===== src/rtl/multi_level_thresh.sv =====
// Multi-level gray thresholding: quantises a gray pixel to NUM_THRESH+1 fixed levels, optionally ramping linearly across each threshold.
// Latency: fixed 3 cycles from iValid to oValid; one pixel accepted every cycle.
// Backpressure: none; the pipeline never stalls, and gaps in iValid appear as gaps in oValid.
// Ports: iGray/iValid/iX_Cont/iY_Cont/iSmooth carry the pixel in; iThreshWr/iThreshAddr/iThreshData write the shadow
//        threshold table; oPixel/oBand/oX_Cont/oY_Cont hold the result and oValid qualifies it.
module multi_level_thresh #(
    parameter int DATA_W     = 8,
    parameter int NUM_THRESH = 2,
    parameter int RAMP_SH    = 3
) (
    input  logic                     iClk,
    input  logic                     iRst_n,
    input  logic [DATA_W-1:0]        iGray,
    input  logic                     iValid,
    input  logic signed [15:0]       iX_Cont,
    input  logic signed [15:0]       iY_Cont,
    input  logic                     iSmooth,
    input  logic                     iThreshWr,
    input  logic [2:0]               iThreshAddr,
    input  logic [DATA_W-1:0]        iThreshData,
    output logic [DATA_W-1:0]        oPixel,
    output logic                     oValid,
    output logic signed [15:0]       oX_Cont,
    output logic signed [15:0]       oY_Cont,
    output logic [2:0]               oBand
);

    localparam int NT   = NUM_THRESH;
    localparam int SW   = DATA_W + 2;
    localparam int HALF = 1 << (RAMP_SH - 1);
    localparam int PW   = DATA_W + RAMP_SH;

    localparam logic signed [SW-1:0] ZERO_S = '0;
    localparam logic signed [SW-1:0] HALF_S = SW'(HALF);
    localparam logic signed [SW-1:0] RAMP_S = SW'(2 * HALF);

    // Output level k, an elaboration constant for any constant k.
    function automatic logic [DATA_W-1:0] level_of(input int k);
        return DATA_W'((k * ((1 << DATA_W) - 1)) / NT);
    endfunction

    // Threshold j loaded into both tables at reset.
    function automatic logic [DATA_W-1:0] thresh_init_of(input int j);
        return DATA_W'((j * (1 << DATA_W)) / (NT + 1));
    endfunction

    // ------------------------------------------------------------------
    // Threshold tables
    // ------------------------------------------------------------------
    logic [DATA_W-1:0] shadow_t [NT];
    logic [DATA_W-1:0] active_t [NT];
    logic [DATA_W-1:0] cmp_t    [NT];
    logic              commit;

    assign commit = iValid && (iX_Cont == 16'sd0) && (iY_Cont == 16'sd0);

    // Commit copies the shadow contents from before this edge, so a write
    // on the same edge lands in shadow only and waits for the next frame.
    always_ff @(posedge iClk or negedge iRst_n) begin
        if (!iRst_n) begin
            for (int a = 0; a < NT; a++) begin
                shadow_t[a] <= thresh_init_of(a + 1);
                active_t[a] <= thresh_init_of(a + 1);
            end
        end else begin
            for (int a = 0; a < NT; a++) begin
                if (commit) begin
                    active_t[a] <= shadow_t[a];
                end
                // Addresses >= NT match no entry and are dropped.
                if (iThreshWr && (iThreshAddr == 3'(a))) begin
                    shadow_t[a] <= iThreshData;
                end
            end
        end
    end

    // ------------------------------------------------------------------
    // S1: compare against the table in force for this pixel
    // ------------------------------------------------------------------
    logic signed [SW-1:0] diff_c [NT];
    logic [RAMP_SH-1:0]   off_c  [NT];
    logic [NT-1:0]        ge_c;
    logic [NT-1:0]        rgn_c;

    always_comb begin
        ge_c  = '0;
        rgn_c = '0;
        for (int a = 0; a < NT; a++) begin
            // The frame-start pixel already sees the table it commits.
            cmp_t[a]  = commit ? shadow_t[a] : active_t[a];
            diff_c[a] = $signed({2'b00, iGray}) - $signed({2'b00, cmp_t[a]}) + HALF_S;
            ge_c[a]   = (iGray >= cmp_t[a]);
            rgn_c[a]  = (diff_c[a] >= ZERO_S) && (diff_c[a] < RAMP_S);
            // Only meaningful inside the region, where diff is 0..2H-1.
            off_c[a]  = diff_c[a][RAMP_SH-1:0];
        end
    end

    logic                s1_vld;
    logic                s1_smooth;
    logic signed [15:0]  s1_x;
    logic signed [15:0]  s1_y;
    logic [NT-1:0]       s1_ge;
    logic [NT-1:0]       s1_rgn;
    logic [RAMP_SH-1:0]  s1_off [NT];

    always_ff @(posedge iClk or negedge iRst_n) begin
        if (!iRst_n) begin
            s1_vld    <= 1'b0;
            s1_smooth <= 1'b0;
            s1_x      <= '0;
            s1_y      <= '0;
            s1_ge     <= '0;
            s1_rgn    <= '0;
            for (int a = 0; a < NT; a++) begin
                s1_off[a] <= '0;
            end
        end else begin
            s1_vld    <= iValid;
            s1_smooth <= iSmooth;
            s1_x      <= iX_Cont;
            s1_y      <= iY_Cont;
            s1_ge     <= ge_c;
            s1_rgn    <= rgn_c;
            for (int a = 0; a < NT; a++) begin
                s1_off[a] <= off_c[a];
            end
        end
    end

    // ------------------------------------------------------------------
    // S2: band count, lowest ramp region, ramp distance
    // ------------------------------------------------------------------
    logic [2:0]         cnt_c;
    logic [2:0]         sel_c;
    logic               has_c;
    logic [RAMP_SH-1:0] dist_c;
    logic               ramp_c;

    always_comb begin
        cnt_c  = '0;
        sel_c  = '0;
        has_c  = 1'b0;
        dist_c = '0;
        for (int a = 0; a < NT; a++) begin
            cnt_c = cnt_c + 3'(s1_ge[a]);
        end
        // Descending scan so the lowest matching region is the last to write.
        for (int a = NT - 1; a >= 0; a--) begin
            if (s1_rgn[a]) begin
                has_c  = 1'b1;
                sel_c  = 3'(a);
                dist_c = s1_off[a];
            end
        end
        ramp_c = s1_smooth && has_c;
    end

    logic                s2_vld;
    logic signed [15:0]  s2_x;
    logic signed [15:0]  s2_y;
    logic [2:0]          s2_band;
    logic [RAMP_SH-1:0]  s2_dist;

    // A zero distance turns the ramp formula into plain L(band), so block
    // pixels and pixels outside every region share the S3 datapath.
    always_ff @(posedge iClk or negedge iRst_n) begin
        if (!iRst_n) begin
            s2_vld  <= 1'b0;
            s2_x    <= '0;
            s2_y    <= '0;
            s2_band <= '0;
            s2_dist <= '0;
        end else begin
            s2_vld  <= s1_vld;
            s2_x    <= s1_x;
            s2_y    <= s1_y;
            s2_band <= ramp_c ? sel_c : cnt_c;
            s2_dist <= ramp_c ? dist_c : '0;
        end
    end

    // ------------------------------------------------------------------
    // S3: L(band) + ((dist * step) >> RAMP_SH), registered
    // ------------------------------------------------------------------
    logic [DATA_W-1:0] lo_c;
    logic [DATA_W-1:0] step_c;
    logic [PW-1:0]     prod_c;
    logic [DATA_W-1:0] pix_c;

    always_comb begin
        lo_c   = '0;
        step_c = '0;
        for (int a = 0; a <= NT; a++) begin
            if (s2_band == 3'(a)) begin
                lo_c = level_of(a);
            end
        end
        for (int a = 0; a < NT; a++) begin
            if (s2_band == 3'(a)) begin
                step_c = level_of(a + 1) - level_of(a);
            end
        end
        prod_c = {{DATA_W{1'b0}}, s2_dist} * {{RAMP_SH{1'b0}}, step_c};
        // dist < 2^RAMP_SH keeps the shifted term below step, so no overflow.
        pix_c  = lo_c + DATA_W'(prod_c >> RAMP_SH);
    end

    always_ff @(posedge iClk or negedge iRst_n) begin
        if (!iRst_n) begin
            oValid  <= 1'b0;
            oPixel  <= '0;
            oBand   <= '0;
            oX_Cont <= '0;
            oY_Cont <= '0;
        end else begin
            oValid <= s2_vld;
            if (s2_vld) begin
                oPixel  <= pix_c;
                oBand   <= s2_band;
                oX_Cont <= s2_x;
                oY_Cont <= s2_y;
            end
        end
    end

endmodule


===== config.mk =====
export PLATFORM = sky130hd
export DESIGN_NAME = multi_level_thresh
export DESIGN_NICKNAME = d
export VERILOG_FILES = /design/src/rtl/multi_level_thresh.sv
export SDC_FILE = /design/constraint.sdc
export NUM_CORES = 1
export LEC_CHECK = 0
export BUFFER_PORTS_ARGS = -buffer_cell sky130_fd_sc_hd__buf_2
export CAP_MARGIN = 20
export CORE_MARGIN = 3
export CORE_UTILIZATION = 30
export DETAILED_ROUTE_END_ITERATION = 8
export REMOVE_ABC_BUFFERS = 1
export SLEW_MARGIN = 20
export SYNTH_ARGS = -nofsm -noshare
export SYNTH_HDL_FRONTEND = slang
export SYNTH_SLANG_ARGS = --single-unit

===== constraint.sdc =====
create_clock -name iClk -period 6.66 [get_ports iClk]
set_clock_uncertainty 0.05 [all_clocks]
set_input_delay 0.333 -clock iClk [delete_from_list [all_inputs] [get_ports iClk]]
set_output_delay 0.333 -clock iClk [all_outputs]
set_load 0.05 [all_outputs]

# Word level (Yosys, flattened, before mapping)

Index checks and enable logic that the tools add are counted.

Add/sub/neg operators: 6
Equal/unequal tests: 3
Mux-type cells: 14
Reductions and logical operators: 11
$lt $le $gt $ge: 6
Multipliers: 1

Operator list:

| cell                                                                                  | number |
|---|---|
| 16-bit zero test                                                                      | 2 |
| 8-bit two-way mux                                                                     | 4 |
| 9-bit by 4-bit adder with 10-bit output (second input constant)                       | 2 |
| 10-bit by 1-bit greater-or-equal comparator with 1-bit output (second input constant) | 2 |
| 10-bit by 5-bit < comparator with 1-bit output (second input constant)                | 2 |
| 8-bit by 8-bit subtractor with 9-bit output                                           | 2 |
| 8-bit greater-or-equal comparator                                                     | 2 |
| 3-bit two-way mux                                                                     | 5 |
| 7-bit two-way mux                                                                     | 2 |
| 3-bit by 8-bit multiplier with 11-bit output                                          | 1 |
| 8-bit adder                                                                           | 1 |
| 1-bit logical AND                                                                     | 7 |
| 3-bit by 1-bit == test with 1-bit output (second input constant)                      | 2 |
| 3-bit zero test                                                                       | 2 |
| 3-bit by 2-bit == test with 1-bit output (second input constant)                      | 1 |
| 1-bit two-way mux                                                                     | 3 |
| 1-bit by 1-bit adder with 2-bit output                                                | 1 |

Flip-flop bits (word level): 159
Logic and storage cells: 63

# Longest topological paths before layout

Depth in word-level cells: 8
Gate-level depth with buffers: 18
Mapped depth without buffers: 18

# Least setup slack after synthesis

No wires, ideal clock.

Path kind: input -> register
From: in iY_Cont[10]
To: reg s1_rgn[0]
Slack: 2,431 ps
Buffers on the path: 1
Data arrival time: 4,080 ps
Stages: 14
Path through: nor4_1 nand4_1 nor3_4 clkbuf_1 mux2_2 ha_1 fa_1 nand2b_1 a211o_1 nand2_1 nand4_1 a41o_1 or3_1 a311oi_1

RTL lines:

| element              | line | text |
|---|---|---|
| start, declared      | 16   | `input logic signed [15:0] iY_Cont,` |
| end signal, assigned | 125  | `s1_rgn <= rgn_c;` |
| end, declared        | 105  | `logic [NT-1:0] s1_rgn;` |

# Worst setup path in the final report

From: in iY_Cont[10]
To: reg s1_rgn[0]

Cells in the longest elaborated chain, start to end: 7
Elaborated cells between the ends (all ways): 8

Ends and longest elaborated chain:

| element                                                                                                                         | line | text |
|---|---|---|
| 16-bit zero test (*)                                                                                                            | 55   | `assign commit = iValid && (iX_Cont == 16'sd0) && (iY_Cont == 16'sd0);` |
| 1-bit logical AND (*)                                                                                                           | 55   |  |
| 8-bit two-way mux (*)                                                                                                           | 91   | `cmp_t[a] = commit ? shadow_t[a] : active_t[a];` |
| 8-bit by 8-bit subtractor with 9-bit output (*)                                                                                 | 92   | `diff_c[a] = $signed({2'b00, iGray}) - $signed({2'b00, cmp_t[a]}) + HALF_S;` |
| 9-bit by 4-bit adder with 10-bit output (*)                                                                                     | 92   |  |
| 10-bit by 1-bit greater-or-equal comparator with 1-bit output or 10-bit by 5-bit < comparator with 1-bit output (tied branches) | 94   | `rgn_c[a] = (diff_c[a] >= ZERO_S) && (diff_c[a] < RAMP_S);` |
| 1-bit logical AND (*)                                                                                                           | 94   |  |
| net rgn_c[0]                                                                                                                    | 84   | `logic [NT-1:0] rgn_c;` |

Mark *: on every way through the listed nets, which the timed path passes. The rest lies on a longest branch.
A chain may end at the register's enable or synchronous reset.

==> impl_metrics.csv <==
group,metric,value,unit
finish,layout.nets,763,
setup_path,reg2reg_slack,2.11,ns
global_route,grt_max_degree,82,
placed_design,hpwlAfterDp,9970,µm
yosys,synth_edf_count,0,
route,dr.pass1.iters,4,
yosys,ys_ff_latch,157,
finish,filler_cell_count,2100,
finish,final_common_cell,"dfrtp_1",
route,post_drt_wl_per_cell,14.6,µm
clock_tree,numCtsBuffers,17,
min_path,min_delay_path_depth,3,
yosys,synth_flop_cell,"dfrtp_1",
power,p_sw,695,µW
power,pwr-share-comb,16.1,%
yosys,netlist_top_cells_area,"dfrtp_1, mux2_2, ha_1",
global_route,grt_overflow,0,
power,power.density,288,nW/µm²
setup_path,r2r_start,"s2_band[0]",
clock_tree,htree_levels,4,
placed_design,place.port_buffers,98,
timing,slew_violations,0,
yosys,ys_seq_area_share,57.8,%
timing,worst_pin_slew,1.00,ns
yosys,syn-cell-area,6840,µm²
yosys,yosysWarnings,0,
yosys,synth-compound-area-share,6.83,%
yosys,muxShareOfSynthArea,12.1,%
placed_design,placed_area,7690,µm²
yosys,synth-xor-area-share,3.17,%
die,fp.dieW,157,µm
placed_design,gp_congestion,0.814,
power,netSwitchingFraction,28.0,%
run_status,status,"finished clean",
yosys,async_flop_share,100,%
power,peakVddDrop,139,µV
flow_run,max-cap-violations,0,
route,num_vias,4296,
min_path,min_path_type,"in -> reg",
setup_path,worstSetupPathType,"in -> reg",
route,drc,0,
yosys,avgSynthCellArea,13.2,µm²
route,routed_wl,13900,µm
finish,n_antenna_cell,0,
clock_tree,cts_buffer_depth,2,
finish,final_area,8640,µm²
timing,max_slew_margin,33.3,%
min_path,min_from,"iThreshData[2]",
setup_path,end_kind,"flop",
yosys,synthAdderAreaFrac,9.32,%
global_route,grt_pass1_vias,4582,
power,p_total,2480,µW
yosys,yosysTopAreaCell,"dfrtp_1",
setup_path,reg2reg_depth,17,
clock_tree,clk_root_buffer_cell,"clkbuf_16",
setup_path,arrival,5.23,ns
global_route,antenna_found_initial,0,
clock_tree,cts_sinks,157,
power,power_frac_seq,43.9,%
clock_tree,clk_pin_slew,0.06,ns
clock_tree,cts_tree,"yes",
clock_tree,clkLatencyLatePin,0.42,ns
timing,final_hold_viol_count,0,
route,routed_via_density,4.49,
placed_design,pre_cts_ws,1.73,ns
finish,syn_to_final_growth,26.4,%
finish,mostFrequentLayoutCells,"dfrtp_1, buf_2, mux2_2, inv_1, dlygate4sd3_1",
die,die_h,157,µm
finish,post_route_cells_drive_above_1_share,32.5,%
yosys,postSynthCellCount,518,
timing,fin_crit,4.98,ns
route,dr.first_iter.drc_count,150,
timing,setup_slack,1.68,ns
timing,clock.fmax,201,MHz
timing,setup_viol,0,
global_route,grt_pass1_wl,23200,µm
setup_path,worst_setup_path_start_kind,"input port",
global_route,groute.usage.overall,12.0,%
timing,post-route-period-util,74.8,%
power,leakagePower,0.00400,µW
die,ios,100,
setup_path,worst_ep_required_time,6.91,ns
yosys,yosys.area_share.simple,7.63,%
yosys,yosys.cell_types.count,56,
power,clock_power_share,40.1,%
setup_path,reg2reg_to,"oPixel[7]",
die,die_area,24600,µm²
yosys,synth_top_family_by_area,"multiplexers",
die,core,22100,µm²
timing,fin_setup_tns,0,ns
yosys,synth.top_cell.area_share,51.6,%
die,initial_core_util,30.9,%
timing,rsz0062_at_grt,"no",
min_path,worst_hold_path.endpoint,"shadow_t[10]",
setup_path,path_max_fanout,15,
die,rows,54,
route,ant_nets,0,
power,intPower,1790,µW
## worst max-delay path: stages
cell	delay (ns)
dlygate4sd3_1	0.53
buf_2	0.13
nor4_1	0.58
nand4_1	0.35
nor3_4	0.25
buf_4	0.30
mux2i_1	0.27
ha_1	0.27
a21oi_1	0.39
nor3_1	0.08
a311o_1	0.39
a41oi_2	0.31
xnor2_1	0.16
a41o_1	0.23
or3_1	0.32
a311oi_1	0.33
## flip-flops by register name, indices dropped and copies added, names as in the netlist, 2 cells and up
signal    count
active_t     16
oX_Cont      16
oY_Cont      16
s1_x         16
s1_y         16
s2_x         16
s2_y         16
shadow_t     16
oPixel        8
s1_off        6
s2_dist       3
oBand         2
s1_ge         2
s1_rgn        2
s2_band       2
## per-stage QoR
step | hold slack, ns | utilization, % | instances
after floorplan | -0.0126 | - | 508
after global placement | 0.282 | 34.8 | 890
after detailed placement | 0.285 | 34.8 | 890
after CTS | 0.0821 | 39.1 | 956
after global routing | 0.0842 | 39.1 | 956
final | 0.0986 | 39.1 | 956
## timing repair
action	CTS	global route
hold buffers	35	0
hold endpoints to repair	102	0
setup buffers	0	0
resized for setup	0	0
## synth_stat cells (5+ instances only)
cell type / instances
dfrtp_1: 141
mux2_2: 62
inv_1: 46
ha_1: 34
a21oi_1: 19
xnor2_1: 17
dfstp_2: 16
nand2_1: 15
nor2_1: 14
mux2i_1: 13
o21ai_0: 13
and2_1: 11
nor2b_1: 10
clkbuf_1: 9
fa_1: 9
nand2b_1: 7
nand3_1: 7
nor4_1: 7
nand4_1: 5
o21bai_1: 5
xor2_1: 5
## power by group through the flow
stage	sequential [µW]	clock, µW	combinational, µW
final	1090	996	399
after floorplan	1230	0	140
after detailed placement	1110	0	386
after global placement	1110	0	382
after global routing	1100	1070	433
after CTS	1090	1030	405
## logic make-up after synthesis
| group | count (synthesis) |
|---|---|
| flops | 157 |
| fa+ha+maj | 46 |
| mux | 75 |
| compound gates | 67 |
| other cells | 1 |
| xor+xnor | 23 |
| simple gates | 93 |
| buf+inv | 56 |
## layer usage
metal  share of wire (%)  track usage (%)  vias to the layer above
met1                  48             15.8                     2081
met2                  46             19.3                      101
met5                   0                0                        -
li1                    -                -                     2091
met4                 1.8             4.88                        0
met3                 4.3             2.72                       23
## how the worst max path moves through the flow
stage                      startpoint  depth (start not counted)        end
after floorplan            s2_band[0]                         17  oPixel[7]
after global placement    iY_Cont[10]                         15  s1_rgn[0]
after global routing      iY_Cont[10]                         19  s1_rgn[0]
after detailed placement  iY_Cont[10]                         18  s1_rgn[0]
after CTS                 iY_Cont[10]                         19  s1_rgn[0]
final                     iY_Cont[10]                         16  s1_rgn[0]
## area by class of cell
class	count	area, µm²	share of cell area [%]
well taps	280	350	4.06
multi-input cells	305	2690	31.1
clock buffers	19	443	5.13
clock inverters	12	160	1.85
flip-flops and latches	157	3950	45.7
inverters	46	173	2.00
repair buffers	137	877	10.2
(Power assumes the default switching activity.)
